`src/rtl/puf_authenticator.sv`:
```
// puf_authenticator
//   Runs a fixed-length challenge/response sequence against an external PUF.
//   In enroll mode the responses are stored as the reference fingerprint.
//   In verify mode each response is compared against the stored fingerprint,
//   and the Hamming distances are summed. The result passes when the total
//   does not exceed HD_THRESH.
//
// Ports
//   clk_i            single clock, all state updates on the rising edge
//   reset_i          asynchronous active-high reset
//   start_i          run request (only looked at while idle)
//   mode_i           0 = enroll, 1 = verify (captured with start_i)
//   seed_i           first challenge value (captured with start_i)
//   puf_challenge_o  challenge presented to the PUF
//   puf_reset_o      parity-toggle line to the PUF reset input
//   puf_done_i       PUF idle flag, low while the PUF is measuring
//   puf_response_i   PUF response bits
//   busy_o           high whenever the controller is not idle
//   done_o           one-cycle pulse at the end of every run
//   pass_o           verify verdict, held until the next accepted start
//   hd_o             accumulated Hamming distance, held likewise
//   error_o          run aborted, held likewise
//   enrolled_o       fingerprint store holds a valid enrollment
module puf_authenticator #(
  parameter int NUM_CHAL    = 4,
  parameter int HD_THRESH   = 3,
  parameter int ARM_TIMEOUT = 16
) (
  input  logic       clk_i,
  input  logic       reset_i,
  input  logic       start_i,
  input  logic       mode_i,
  input  logic [7:0] seed_i,
  output logic [7:0] puf_challenge_o,
  output logic       puf_reset_o,
  input  logic       puf_done_i,
  input  logic [7:0] puf_response_i,
  output logic       busy_o,
  output logic       done_o,
  output logic       pass_o,
  output logic [7:0] hd_o,
  output logic       error_o,
  output logic       enrolled_o
);

  localparam int IW = (NUM_CHAL > 1) ? $clog2(NUM_CHAL) : 1;
  localparam int TW = $clog2(ARM_TIMEOUT + 1);
  localparam logic [7:0]    HD_THR8  = 8'(HD_THRESH);
  localparam logic [IW-1:0] LAST_IDX = IW'(NUM_CHAL - 1);
  localparam logic [TW-1:0] ARM_LAST = TW'(ARM_TIMEOUT - 1);

  typedef enum logic [2:0] {
    S_IDLE, S_ISSUE, S_ARM, S_MEASURE, S_SETTLE, S_SAMPLE, S_FINISH
  } state_t;

  state_t          state_q;
  logic            mode_q;
  logic [IW-1:0]   idx_q;
  logic [TW-1:0]   arm_cnt_q;
  logic [7:0]      puf_challenge_q;
  logic            puf_reset_q;
  logic            busy_q, done_q, pass_q, error_q, enrolled_q;
  logic [7:0]      hd_q;
  logic [7:0]      store_q [NUM_CHAL];

  logic [7:0]      chal_d;
  logic [7:0]      hd_d;

  function automatic logic [3:0] popcount8(input logic [7:0] v);
    logic [3:0] n;
    n = 4'd0;
    for (int k = 0; k < 8; k++) n = n + {3'b000, v[k]};
    return n;
  endfunction

  // Choose the reset-line level so that the parity of {reset, challenge}
  // always inverts on a new issue. The PUF then sees an edge even when
  // the new challenge happens to equal the old one.
  function automatic logic toggle_reset(input logic r_old, input logic [7:0] c_old,
                                        input logic [7:0] c_new);
    return ~(r_old ^ (^c_old)) ^ (^c_new);
  endfunction

  // While sampling, the current challenge is SEED+i, so the next one is +1.
  assign chal_d = puf_challenge_q + 8'd1;
  assign hd_d   = mode_q ? (hd_q + {4'b0000, popcount8(puf_response_i ^ store_q[idx_q])})
                         : hd_q;

  always_ff @(posedge clk_i or posedge reset_i) begin
    if (reset_i) begin
      state_q         <= S_IDLE;
      mode_q          <= 1'b0;
      idx_q           <= '0;
      arm_cnt_q       <= '0;
      puf_challenge_q <= 8'h00;
      puf_reset_q     <= 1'b0;
      busy_q          <= 1'b0;
      done_q          <= 1'b0;
      pass_q          <= 1'b0;
      hd_q            <= 8'h00;
      error_q         <= 1'b0;
      enrolled_q      <= 1'b0;
      for (int k = 0; k < NUM_CHAL; k++) store_q[k] <= 8'h00;
    end else begin
      done_q <= 1'b0;
      case (state_q)
        S_IDLE: begin
          if (start_i) begin
            mode_q  <= mode_i;
            pass_q  <= 1'b0;
            hd_q    <= 8'h00;
            error_q <= 1'b0;
            idx_q   <= '0;
            busy_q  <= 1'b1;
            if (mode_i && !enrolled_q) begin
              // Nothing to verify against: abort without touching the PUF.
              error_q <= 1'b1;
              done_q  <= 1'b1;
              state_q <= S_FINISH;
            end else begin
              puf_challenge_q <= seed_i;
              puf_reset_q     <= toggle_reset(puf_reset_q, puf_challenge_q, seed_i);
              state_q         <= S_ISSUE;
            end
          end
        end
        S_ISSUE: begin
          arm_cnt_q <= '0;
          state_q   <= S_ARM;
        end
        S_ARM: begin
          if (!puf_done_i) begin
            state_q <= S_MEASURE;
          end else if (arm_cnt_q == ARM_LAST) begin
            error_q <= 1'b1;
            done_q  <= 1'b1;
            pass_q  <= 1'b0;
            if (!mode_q) enrolled_q <= 1'b0;
            state_q <= S_FINISH;
          end else begin
            arm_cnt_q <= arm_cnt_q + 1'b1;
          end
        end
        S_MEASURE: begin
          if (puf_done_i) state_q <= S_SETTLE;
        end
        S_SETTLE: begin
          state_q <= S_SAMPLE;
        end
        S_SAMPLE: begin
          if (!mode_q) store_q[idx_q] <= puf_response_i;
          hd_q <= hd_d;
          if (idx_q == LAST_IDX) begin
            done_q  <= 1'b1;
            pass_q  <= mode_q && (hd_d <= HD_THR8);
            if (!mode_q) enrolled_q <= 1'b1;
            state_q <= S_FINISH;
          end else begin
            idx_q           <= idx_q + 1'b1;
            puf_challenge_q <= chal_d;
            puf_reset_q     <= toggle_reset(puf_reset_q, puf_challenge_q, chal_d);
            state_q         <= S_ISSUE;
          end
        end
        S_FINISH: begin
          busy_q  <= 1'b0;
          state_q <= S_IDLE;
        end
        default: begin
          busy_q  <= 1'b0;
          state_q <= S_IDLE;
        end
      endcase
    end
  end

  assign puf_challenge_o = puf_challenge_q;
  assign puf_reset_o     = puf_reset_q;
  assign busy_o          = busy_q;
  assign done_o          = done_q;
  assign pass_o          = pass_q;
  assign hd_o            = hd_q;
  assign error_o         = error_q;
  assign enrolled_o      = enrolled_q;

endmodule

```
`config.mk`:
```
export PLATFORM = sky130hd
export DESIGN_NAME = puf_authenticator
export DESIGN_NICKNAME = d
export VERILOG_FILES = /design/src/rtl/puf_authenticator.sv
export SDC_FILE = /design/constraint.sdc
export NUM_CORES = 1
export LEC_CHECK = 0
export BUFFER_PORTS_ARGS = -buffer_cell sky130_fd_sc_hd__clkbuf_2
export CAP_MARGIN = 5
export CORE_UTILIZATION = 59
export CTS_BUF_LIST = sky130_fd_sc_hd__clkbuf_4 sky130_fd_sc_hd__clkbuf_8 sky130_fd_sc_hd__clkbuf_16
export DETAILED_ROUTE_END_ITERATION = 10
export MAX_ROUTING_LAYER = met4
export PLACE_DENSITY = 0.76
export SLEW_MARGIN = 20
export SYNTH_ARGS = -nofsm -noshare
export SYNTH_HDL_FRONTEND = slang
export SYNTH_SLANG_ARGS = --single-unit
```
`constraint.sdc`:
```
create_clock -name clk_i -period 6.39 [get_ports clk_i]
set_input_delay 0.639 -clock clk_i [delete_from_list [all_inputs] [get_ports clk_i]]
set_output_delay 0.639 -clock clk_i [all_outputs]
set_load 0.03 [all_outputs]
```
Yosys cells after proc, flatten, opt, wreduce, memory -nomap -nowiden
Cells that the tools add are included.

operators by class
  multipliers = 0
  bitwise operators = 8
  reductions and logical operators = 25
  eq/ne operators = 18
  shift-type cells = 0
  order comparisons = 3
  multiplexer cells = 53
  div/mod/pow operators = 0
  $add $sub $neg = 11

operator list
  operator             number
  $mux 8               8
  $bwmux 32            1
  $pmux 8 s2           2
  $reduce_xor 8->1     3
  $mux 1               21
  $ne 2x2->1 const B   10
  $mux 3               6
  $pmux 3 s6           1
  $add 4x1->4          4
  $bmux 8 s2           1
  $demux 8 s2          1
  $mux 5               2
  $pmux 5 s2           1
  $reduce_and 3->1     3
  $add 8x1->8 const B  1
  $add 8x4->8          1
  $le 8x2->1 const B   1
  $pmux 1 s2           4
  $reduce_and 2->1     4
  $reduce_and 4->1     2
  $reduce_bool 2->1    4
  $xor 8x8->8          1
  $eq 3x2->1 const B   2
  $eq 3x3->1 const B   2
  other kinds (24)     32

storage, ports and cells
  memory bits (writable) = 0
  memories = 0
  word-level logic and storage cells = 134
  bits in latches = 0
  flip-flop bits (word level) = 65
  bits in read-only memories = 0
  output and inout bits = 22

Longest topological paths before layout
Gate-level depths: netlist of the first run.

  depth after elaboration = 18
  gate-level depth with buffers = 17
  depth with buffers taken out = 16

Worst setup path after synthesis of the first run
Ideal clock, no wire load.

  path kind = reg2reg
  start point = reg idx_q[0]
  end point = reg hd_q[7] (netlist: hd_o[7])
  data arrival time = 4444 ps
  path slack = 1820 ps
  clock period less this slack = 4570 ps
  stages on the path, launching flop included = 16
  required time = 6264 ps
  path through = dfrtp_1 -> buf_2 -> mux4_2 -> xor2_1 -> fa_1 -> fa_1 -> inv_1 -> fa_1 -> inv_1 -> fa_1 -> a21o_1 -> a21oi_1 -> nor2b_1 -> o211a_1 -> and4_1 -> a221o_1

on the way
  cells in the longest elaborated chain, start to end = 15

ends and longest elaborated chain
  item                                          line  text
  from (decl)                                   58    logic [IW-1:0] idx_q;
  from (signal assigned)                        159   idx_q <= idx_q + 1'b1;
  $not 2->3 (not written as such) *             86    assign hd_d = mode_q ? (hd_q + {4'b0000, popcount8(puf_response_i ^ store_q[idx_q])})
  $bmux 8 s2 *                                  86
  $mux 8 (not written as such) * (2 in series)  86
  $xor 8x8->8 *                                 86
  $add 1x1->2                                   72    for (int k = 0; k < 8; k++) n = n + {3'b000, v[k]};
  $add 2x1->3                                   72
  $add 3x1->4                                   72
  $add 4x1->4 (3 in series)                     72
  $add 4x1->4 *                                 72
  $add 8x4->8 *                                 86
  $mux 8 *                                      86
  $pmux 8 s2 *                                  106   case (state_q)
  to (signal assigned)                          100   hd_q <= 8'h00;
  to (signal assigned)                          111   hd_q <= 8'h00;
  to (signal assigned)                          152   hd_q <= hd_d;
  to (decl)                                     63    logic [7:0] hd_q;

Every way passes the cells marked *; elsewhere a longest branch is shown, timed or not. The select of a mux whose other input is x is not followed.
A chain may end at the register's enable or synchronous reset.

Final worst setup path of the first run
Same ends and word-level chain as after synthesis.

==> metrics.txt, run 1 <==
Worst path top cell family by delay adder cells; vias in the first global route roughly 2700; Final setup violation count 0; Placed Area 4050 sq um; Iter 0 DRT Violations 118; post-DR vias/cell about 5.9; Total GRT Usage 25.8%; TritonRoute pass-1 iters 4; Mean Syn Cell Area 10.7 sq um; CTS tree built; Total Wirelength 7.68 mm; Post-Place Setup Slack approximately 1.4 ns; initial antenna violation count 0; Skew-Pair Late Insertion Delay 0.34 ns; Die X a little over 80 microns; Lkg Pwr around 1.9 nW; IO buf count 42; post-CTS setup buffer count 0; worst-margin pin slew about 1 ns; #FFs+latches synth 65; worst path cell trace mux4_2 -> xor2_1 -> fa_1 -> fa_1 -> inv_1 -> fa_1 -> inv_1 -> fa_1 -> a21o_1 -> a21oi_1 -> nor2b_1 -> o211a_1 -> and4_1 -> a221o_1; post-route setup TNS 0 ns; Main synth FF type dfrtp_1; PD cells 619 nW/um^2; WL per Instance 16.1 microns; most frequent CP cell fa_1; syn_nets 400; Hold Fails Final Rpt 0; worst vdd ir around 0.44 mV; Final Non-Filler Cells ~480; residual DRC count 0; share of layout cells above drive strength 1 27.6%; Clock Pin Slew Worst Setup and Hold Paths approximately 0.07 ns; Post-DRT Antenna Nets 0; H-tree depth 3; GPL Wtd Cong around 0.83; Tmin final 5.00 ns; maxcap violations 0; Sink Count 65; CP Launch Type flop; placed insts 461; Mapped Area 3830 sq um; Critical Path RT about 6.6 ns; post-route cell area around 4300 sq um; asr flop ratio synth 100%; headroom to the max-slew limit roughly a third; slowest cell on the critical path dfrtp_1; Gate Count Post-Synth 359; fin crit share 78.2%; Boundary Pins between 40 and 50; final worst setup slack 1.39 ns; die area 6820 sq um; highest clock rate 200 MHz; Worst Path Class, Setup reg2reg; Final Skew 0.00767 ns; Longest Clk Path Bufs 2; Hold Path Class reg2reg; synth warn 0; worst hold slack 0.481 ns; post-CTS sizing 0; via count 2813; crit-path max FO 12; sequential element share of the synthesized area a little over two fifths; row cnt 28; P&R area growth vs syn 11.7%; global-route wire length before repair 12.6 mm; Worst setup EP type flop; outcome complete, no violations; Filler cells 468; post-layout util 70.2%; Max Slew Vio Count 0; Nets 438; initial core utilization 62.9%; RSZ-0062 raised after global routing false; Clock Tree Root clkbuf_8; most frequent cells in the layout dfrtp_1, clkbuf_2, nand2_1; Unique masters post-synth slightly below 50; largest net degree at the start of global routing 66; WP buf/inv 2; hold-fix buffer count after cts 0; antenna cell count 0; WP data arrival 5.22 ns; Total Power roughly 2.7 mW; Core Footprint 6100 sq um; EDFF count, synth 0; Die H 82.6 microns; TritonCTS Buffers 9; hpwl dp 5.33 mm; max incr delay on CP 0.73 ns; remaining global-route overflow 0; commonest non-fill, non-tap cell in the layout dfrtp_1
[flip-flops by register name (all words and copies together), names as in the netlist]
register,count
error_o,1
mode_q,1
puf_reset_o,1
store_q,32
done_o,1
arm_cnt_q,5
state_q,3
puf_challenge_o,8
hd_o,8
pass_o,1
busy_o,1
idx_q,2
enrolled_o,1
[path summary, 6_finish.rpt]
check	from	end	slack [ns]	depth (start not counted)
setup / recovery	idx_q[0]$_DFFE_PP0P_	hd_o[7]$_DFFE_PP0P_	1.39	14
hold / removal	busy_o$_DFFE_PP0P_	busy_o$_DFFE_PP0P_	0.48	2
setup reg to reg	idx_q[0]$_DFFE_PP0P_	hd_o[7]$_DFFE_PP0P_	1.39	14
hold reg to reg	busy_o$_DFFE_PP0P_	busy_o$_DFFE_PP0P_	0.48	2
max in group asynchronous	reset_i	puf_challenge_o[1]$_DFFE_PP0P_	5.33	3
min in group asynchronous	reset_i	store_q[12]$_DFFE_PP0P_	0.52	3
[power breakdown]
part | internal (mW) | switching [mW]
Combinational | 0.710 | 0.787
Sequential | 0.567 | 0.192
Clock | 0.232 | 0.163
Total | 1.51 | 1.14
[area by class of cell]
type / instances / area (sq um) / share of cell area, %
multi-input cells: 262 / 2050 / 48.0
clock inverters: 6 / 90.1 / 2.11
inverters: 16 / 60.1 / 1.40
clock buffers: 10 / 138 / 3.22
repair buffers: 43 / 218 / 5.09
well taps: 75 / 93.8 / 2.19
flip-flops and latches: 65 / 1630 / 38.0
[per-layer routing]
layer	wire length, microns	up-vias	track usage, %	part of all wire (%)
li1	-	1347	-	-
met1	3540	1401	34.7	46
met4	114	0	9.31	1.5
met5	0	-	-	0
met2	3750	53	39.7	49
met3	269	12	3.96	3.5
[cells in the mapped netlist (all sizes together) (4+ instances only)]
cell / number / area, sq um
nor3: 8 / 51.3
a31oi: 5 / 37.5
xor2: 9 / 78.8
nor2: 19 / 76.3
fa: 5 / 100
nand2: 36 / 145
clkbuf: 7 / 26.3
buf: 9 / 66.3
mux4: 8 / 180
nor2b: 4 / 32.5
xnor2: 22 / 193
mux2: 32 / 360
and3: 4 / 25.0
a21oi: 20 / 100
o22ai: 5 / 31.3
dfrtp: 65 / 1630
inv: 16 / 60.1
ha: 15 / 188
nand3: 9 / 45.0
o21ai: 29 / 145
[worst register-to-register path, stage by stage, from the launching register on]
cell,delay (ns)
dfrtp_1,0.73
mux4_2,0.60
xor2_1,0.22
fa_1,0.49
fa_1,0.56
inv_1,0.06
fa_1,0.54
inv_1,0.06
fa_1,0.44
a21o_1,0.17
a21oi_1,0.21
nor2b_1,0.09
o211a_1,0.27
and4_1,0.21
a221o_1,0.25
[kinds of logic (layout without fill, tap and decap cells)]
| logic type | Yosys count | in the layout | synth area share (%) |
|---|---|---|---|
| AO/OA/AOI/OAI | 73 | 73 | 11.2 |
| multiplexers | 43 | 43 | 14.9 |
| XOR/XNOR | 31 | 31 | 7.08 |
| AND/OR/NAND/NOR | 95 | 95 | 12.9 |
| adder cells (fa/ha/maj) | 20 | 20 | 7.51 |
| flip-flops | 65 | 65 | 42.4 |
| buffers and inverters | 32 | 75 | 3.98 |
(Power assumes the default switching activity.)
==> run 2: changes to the inputs <==
==> constraint.sdc (replaced) <==
create_clock -name clk_i -period 4.9 [get_ports clk_i]
set_input_delay 0.49 -clock clk_i [delete_from_list [all_inputs] [get_ports clk_i]]
set_output_delay 0.49 -clock clk_i [all_outputs]
set_load 0.03 [all_outputs]
==> run 2 against run 1 <==
  * Clock skew decreased by 0.0011 ns
  * Critical path depth unchanged
  * Total power increased by 29%
  * Global-route usage increased by 1.5 points
  * Utilization increased by 0.47 points
  * Final cell count increased by 0.63%
  * Die area unchanged
==> metrics.txt, run 2 (synthesized netlist as in run 1, its figures left out) <==
outcome complete, no violations (unchanged); Clock Tree Root clkbuf_8 (unchanged); worst r2r path cells 14 (unchanged); P&R area growth vs syn 12.4% (was 11.7%); IO buf count 42 (unchanged); worst vdd ir 0.609 mV (was 0.445 mV); PD cells 796 nW/um^2 (was 619 nW/um^2); Max Slew Vio Count 0 (unchanged); worst flop-to-flop path startpoint idx_q[0]$_DFFE_PP0P_ (unchanged); crit-path max FO 5 (was 12); CTS tree built (unchanged); Boundary Pins 43 (unchanged); GPL Wtd Cong 0.808 (was 0.834); WP data arrival 4.77 ns (was 5.22 ns); TritonCTS Buffers 9 (unchanged); WL per Instance 16.2 microns (was 16.1 microns); global-route wire length before repair 13.1 mm (was 12.6 mm); most frequent CP cell fa_1 (unchanged); share of layout cells above drive strength 1 28.1% (was 27.6%); Post-Place Setup Slack 0.344 ns (was 1.43 ns); Skew-Pair Late Insertion Delay 0.35 ns (was 0.34 ns); headroom to the max-slew limit 33.2% (was 33.4%); number of flip-flops in the largest register 32 (unchanged); remaining global-route overflow 0 (unchanged); CP Depth 14 (unchanged); Hold Fails Final Rpt 0 (unchanged); maxcap violations 0 (unchanged); Iter 0 DRT Violations 117 (was 118); fin crit share 92.6% (was 78.2%); Hold Path Class in2async (was reg2reg); Top reg by flops store_q (unchanged); R2R Setup Slk 0.36 ns (was 1.39 ns); hpwl dp 5.43 mm (was 5.33 mm); vias in the first global route 2711 (was 2681); initial core utilization 62.9% (unchanged); RSZ-0062 raised after global routing false (unchanged); TritonRoute pass-1 iters 4 (unchanged); R2R Path End hd_o[7]$_DFFE_PP0P_ (unchanged); row cnt 28 (unchanged); max incr delay on CP 0.54 ns (was 0.73 ns); Worst Path Class, Setup reg2reg (unchanged); Final setup violation count 0 (unchanged); critical path startpoint idx_q[0]$_DFFE_PP0P_ (unchanged); hold-fix buffer count after cts 0 (unchanged); Worst setup EP type flop (unchanged); initial antenna violation count 0 (unchanged); Total GRT Usage 27.2% (was 25.8%); Clock Pin Slew Worst Setup and Hold Paths 0.07 ns (about the same); CP endpoint hd_o[7]$_DFFE_PP0P_ (unchanged); die area 6820 sq um (unchanged); H-tree depth 3 (unchanged); Placed Area 4070 sq um (was 4050 sq um); post-route cell area 4310 sq um (was 4280 sq um); via count 2786 (was 2813); Total Wirelength 7.77 mm (was 7.68 mm); post-route setup TNS 0 ns (unchanged); post-CTS setup buffer count 0 (unchanged); WP buf/inv 2 (unchanged); Core Footprint 6100 sq um (unchanged); slowest cell on the critical path fa_1 (was dfrtp_1); Die X 82.6 microns (unchanged); post-CTS sizing 0 (unchanged); highest clock rate 220 MHz (was 200 MHz); Worst path top cell family by delay adder cells (unchanged); antenna cell count 0 (unchanged); final worst setup slack 0.362 ns (was 1.39 ns); post-DR vias/cell 5.80 (was 5.90); CP Launch Type flop (unchanged); commonest non-fill, non-tap cell in the layout dfrtp_1 (unchanged); residual DRC count 0 (unchanged); Die H 82.6 microns (unchanged); Sink Count 65 (unchanged); most frequent cells in the layout dfrtp_1, clkbuf_2, nand2_1 (unchanged); largest net degree at the start of global routing 66 (unchanged); Post-DRT Antenna Nets 0 (unchanged); Lkg Pwr 1.95 nW (was 1.93 nW); Nets 441 (was 438); worst path cell trace mux4_2 -> xor2_1 -> fa_1 -> fa_1 -> inv_1 -> fa_1 -> inv_1 -> fa_1 -> a21o_1 -> a21oi_1 -> nor2b_1 -> o211a_1 -> and4_1 -> a221o_1 (unchanged); Tmin final 4.54 ns (was 5.00 ns); Final Skew 0.00654 ns (was 0.00767 ns); worst-margin pin slew 1.00 ns (was 0.996 ns); Critical Path RT 5.13 ns (was 6.61 ns); Longest Clk Path Bufs 2 (unchanged)
==> run 2: routing by layer <==
layer  up-vias  track usage [%]  share of wire [%]
li1       1355                -                  -
met1      1356             35.6                 46
met2        68             42.7                 49
met3         7             6.15                4.5
met4         0             7.76               0.88
met5         -                -                  0
==> run 2: layout make-up <==
type	count	area [sq um]
fillers	467	1790
repair buffers	46	240
well taps	75	93.8
clock inverters	2	60.1
multi-input cells	262	2050
clock buffers	14	174
flip-flops and latches	65	1630
inverters	16	60.1
==> run 2: worst min-delay path by stage <==
stage                              end  slack [ns]  cells after the start
5_1_grt             mode_q$_DFFE_PP0P_        0.38                      3
6_report       store_q[31]$_DFFE_PP0P_        0.35                      3
4_1_cts             mode_q$_DFFE_PP0P_        0.34                      3
3_3_place_gp        busy_o$_DFFE_PP0P_        0.46                      2
2_1_floorplan  store_q[20]$_DFFE_PP0P_        0.46                      1
3_5_place_dp        busy_o$_DFFE_PP0P_        0.47                      2
==> run 2: power breakdown <==
group          internal [mW]  switching (mW)  leakage (nW)
clock                  0.332           0.198         0.121
combinational          0.911            1.03          1.03
sequential             0.741           0.221         0.797
total                   1.98            1.45          1.95
==> run 2: worst reg2reg max path: cells and delay by family, from the launching register on <==
kind	cells	cell delay, ns
mux	1	0.53
buf+inv	2	0.10
simple gates	2	0.29
fa+ha+maj	4	1.97
flops	1	0.42
compound gates	4	0.90
xor+xnor	1	0.20
==> run 2: per-stage QoR <==
stage	std cells	util, %	total power, mW	hold slack, ns
after floorplan	359	-	2.52	0.459
after detailed placement	464	66.8	2.92	0.467
after global routing	480	70.7	3.77	0.377
after CTS	480	70.7	3.47	0.342
final	480	70.7	3.43	0.353
after global placement	464	66.8	2.83	0.465
==> run 3: changes to the inputs <==
--- a/config.mk
+++ b/config.mk
@@ -7,11 +7,12 @@
 export LEC_CHECK = 0
 export BUFFER_PORTS_ARGS = -buffer_cell sky130_fd_sc_hd__clkbuf_2
 export CAP_MARGIN = 5
-export CORE_UTILIZATION = 59
+export CORE_UTILIZATION = 53
 export CTS_BUF_LIST = sky130_fd_sc_hd__clkbuf_4 sky130_fd_sc_hd__clkbuf_8 sky130_fd_sc_hd__clkbuf_16
 export DETAILED_ROUTE_END_ITERATION = 10
+export GPL_ROUTABILITY_DRIVEN = 0
 export MAX_ROUTING_LAYER = met4
-export PLACE_DENSITY = 0.76
+export PLACE_DENSITY = 0.72
 export SLEW_MARGIN = 20
 export SYNTH_ARGS = -nofsm -noshare
 export SYNTH_HDL_FRONTEND = slang
==> constraint.sdc (replaced) <==
create_clock -name clk_i -period 3.84 [get_ports clk_i]
set_input_delay 0.384 -clock clk_i [delete_from_list [all_inputs] [get_ports clk_i]]
set_output_delay 0.384 -clock clk_i [all_outputs]
set_load 0.03 [all_outputs]
==> run 3 against run 2 <==
  * Die area increased by 11%
  * Sequential share of layout area decreased by 1.7 points
  * Critical path depth unchanged
  * Via count up 2.4%
  * Clock power grew 22%
  * Wire length up 2.6%
  * The run now ends with setup timing left
  * Sequential power is 27% higher
  * Highest routed layer unchanged
  * Clock skew grew 0.0042 ns
  * Fmax up 7.6%
  * Count of clock-buffer cells in the layout down 3
==> metrics.txt, run 3 (synthesized netlist as in run 1, its figures left out) <==
outcome complete, but fails checks (was complete, no violations); failing checks setup timing; H-tree depth 3 (unchanged); Final setup violation count 7 (was 0); Longest Clk Path Bufs 2 (unchanged); TritonCTS Buffers 9 (unchanged); post-DR vias/cell 5.54 (was 5.80); commonest non-fill, non-tap cell in the layout dfrtp_1 (unchanged); Post-DRT Antenna Nets 0 (unchanged); Final Skew 0.0108 ns (was 0.00654 ns); Filler cells 577 (was 467); highest clock rate 237 MHz (was 220 MHz); number of flip-flops in the largest register 32 (unchanged); worst vdd ir 0.690 mV (was 0.609 mV); vias in the first global route 2789 (was 2711); headroom to the max-slew limit 34.7% (was 33.2%); fin crit share 110% (was 92.6%); global-route wire length before repair 13.3 mm (was 13.1 mm); Hold Fails Final Rpt 0 (unchanged); remaining global-route overflow 0 (unchanged); RSZ-0062 raised after global routing true (was false); Iter 0 DRT Violations 191 (was 117); TritonRoute pass-1 iters 4 (unchanged); WL per Instance 15.5 microns (was 16.2 microns); row cnt 30 (was 28); Worst Path Class, Setup reg2reg (unchanged); hpwl dp 5.64 mm (was 5.43 mm); Nets 455 (was 441); Clock Pin Slew Worst Setup and Hold Paths 0.08 ns (was 0.07 ns); P&R area growth vs syn 17.7% (was 12.4%); WP data arrival 4.44 ns (was 4.77 ns); post-route cell area 4510 sq um (was 4310 sq um); post-route setup TNS -2.25 ns (was 0 ns); Worst setup EP type flop (unchanged); Die X 87.0 microns (was 82.6 microns); worst hold slack 0.242 ns (was 0.353 ns); residual DRC count 0 (unchanged); Skew-Pair Late Insertion Delay 0.35 ns (about the same); R2R Setup Slk -0.38 ns (was 0.36 ns); Critical Path RT 4.06 ns (was 5.13 ns); Core Footprint 6910 sq um (was 6100 sq um); worst-margin pin slew 0.978 ns (was 1.00 ns); Max Slew Vio Count 0 (unchanged); Clock Tree Root clkbuf_8 (unchanged); Total GRT Usage 23.8% (was 27.2%); IO buf count 42 (unchanged); CP Launch Type flop (unchanged); share of layout cells above drive strength 1 33.9% (was 28.1%); die area 7580 sq um (was 6820 sq um); antenna cell count 0 (unchanged); Sink Count 65 (unchanged); Boundary Pins 43 (unchanged); Tmin final 4.22 ns (was 4.54 ns); worst r2r path cells 14 (unchanged); CTS tree built (unchanged); final worst setup slack -0.378 ns (was 0.362 ns); most frequent cells in the layout dfrtp_1, clkbuf_2, nand2_1 (unchanged); largest net degree at the start of global routing 46 (was 66); maxcap violations 0 (unchanged); R2R Path End hd_o[7]$_DFFE_PP0P_ (unchanged); Placed Area 4180 sq um (was 4070 sq um); Top reg by flops store_q (unchanged); via count 2854 (was 2786); hold-fix buffer count after cts 0 (unchanged); initial antenna violation count 0 (unchanged); Hold Path Class in2async (unchanged); Die H 87.0 microns (was 82.6 microns); crit-path max FO 4 (was 5); Total Wirelength 7.97 mm (was 7.77 mm); PD cells 1170 nW/um^2 (was 796 nW/um^2); worst flop-to-flop path startpoint idx_q[0]$_DFFE_PP0P_ (unchanged); Lkg Pwr 2.02 nW (was 1.95 nW); initial core utilization 55.5% (was 62.9%)
run 3: changes by cell type in the layout (fill, tap and decap cells not counted), sizes merged:
cell,change
clkinvlp,+2
clkbuf,-3
buf,+14
clkinv,+1
run 3: through the flow:
stage               total power [mW]  utilization [%]  setup slack, ns  std cells
floorplan                       3.26                -           -0.415        359
global placement                3.91             60.6           -0.331        495
detailed placement              4.01             60.6           -0.463        495
CTS                             4.95             64.6           -0.386        514
global route                    5.70             65.3           -0.537        515
finish                          5.27             65.3           -0.378        515
run 3: worst max path at each step:
| stage | cells after the start | start | slack (ns) | to |
|---|---|---|---|---|
| after CTS | 16 | idx_q[0]$_DFFE_PP0P_ | -0.39 | pass_o$_DFFE_PP0P_ |
| after detailed placement | 17 | idx_q[0]$_DFFE_PP0P_ | -0.46 | hd_o[6]$_DFFE_PP0P_ |
| after floorplan | 15 | idx_q[0]$_DFFE_PP0P_ | -0.41 | hd_o[7]$_DFFE_PP0P_ |
| after global routing | 14 | idx_q[0]$_DFFE_PP0P_ | -0.54 | hd_o[7]$_DFFE_PP0P_ |
| final | 14 | idx_q[0]$_DFFE_PP0P_ | -0.38 | hd_o[7]$_DFFE_PP0P_ |
| after global placement | 16 | idx_q[0]$_DFFE_PP0P_ | -0.33 | pass_o$_DFFE_PP0P_ |
run 3: report_power, final:
| part | leakage, nW | internal [mW] | switching [mW] |
|---|---|---|---|
| clock | 0.106 | 0.379 | 0.269 |
| sequential | 0.795 | 0.946 | 0.270 |
| combinational | 1.12 | 1.82 | 1.58 |
| total | 2.02 | 3.15 | 2.12 |
run 3: repair_timing:
item	4_1_cts	5_1_grt
gates resized for setup	13	7
setup endpoints to repair	7	8
buffers inserted	4	1
pin swaps	7	5
run 3: layer usage:
metal	part of all wire, %	track usage (%)	vias to the layer above
li1	-	-	1383
met1	46	31.0	1413
met2	49	37.7	49
met3	3.2	4.74	9
met4	1.3	7.27	0
met5	0	-	-
run 3: cell type report:
cell class              instances  area, sq um  share of cell area (%)
multi-input cells             262         2130                    47.2
flip-flops and latches         65         1630                    36.1
repair buffers                 60          353                    7.82
clock buffers                  11          139                    3.08
well taps                      96          120                    2.66
clock inverters                 5         80.1                    1.78
inverters                      16         60.1                    1.33
run 3: worst max-delay path, stage by stage, from the launching register on:
cell,delay (ns)
dfrtp_2,0.41
mux4_2,0.54
xor2_2,0.17
fa_1,0.47
fa_1,0.51
inv_2,0.04
fa_1,0.48
inv_1,0.05
fa_2,0.35
a21o_1,0.20
a21oi_2,0.15
nor2b_1,0.07
o211a_1,0.22
and4_1,0.19
a221o_1,0.25
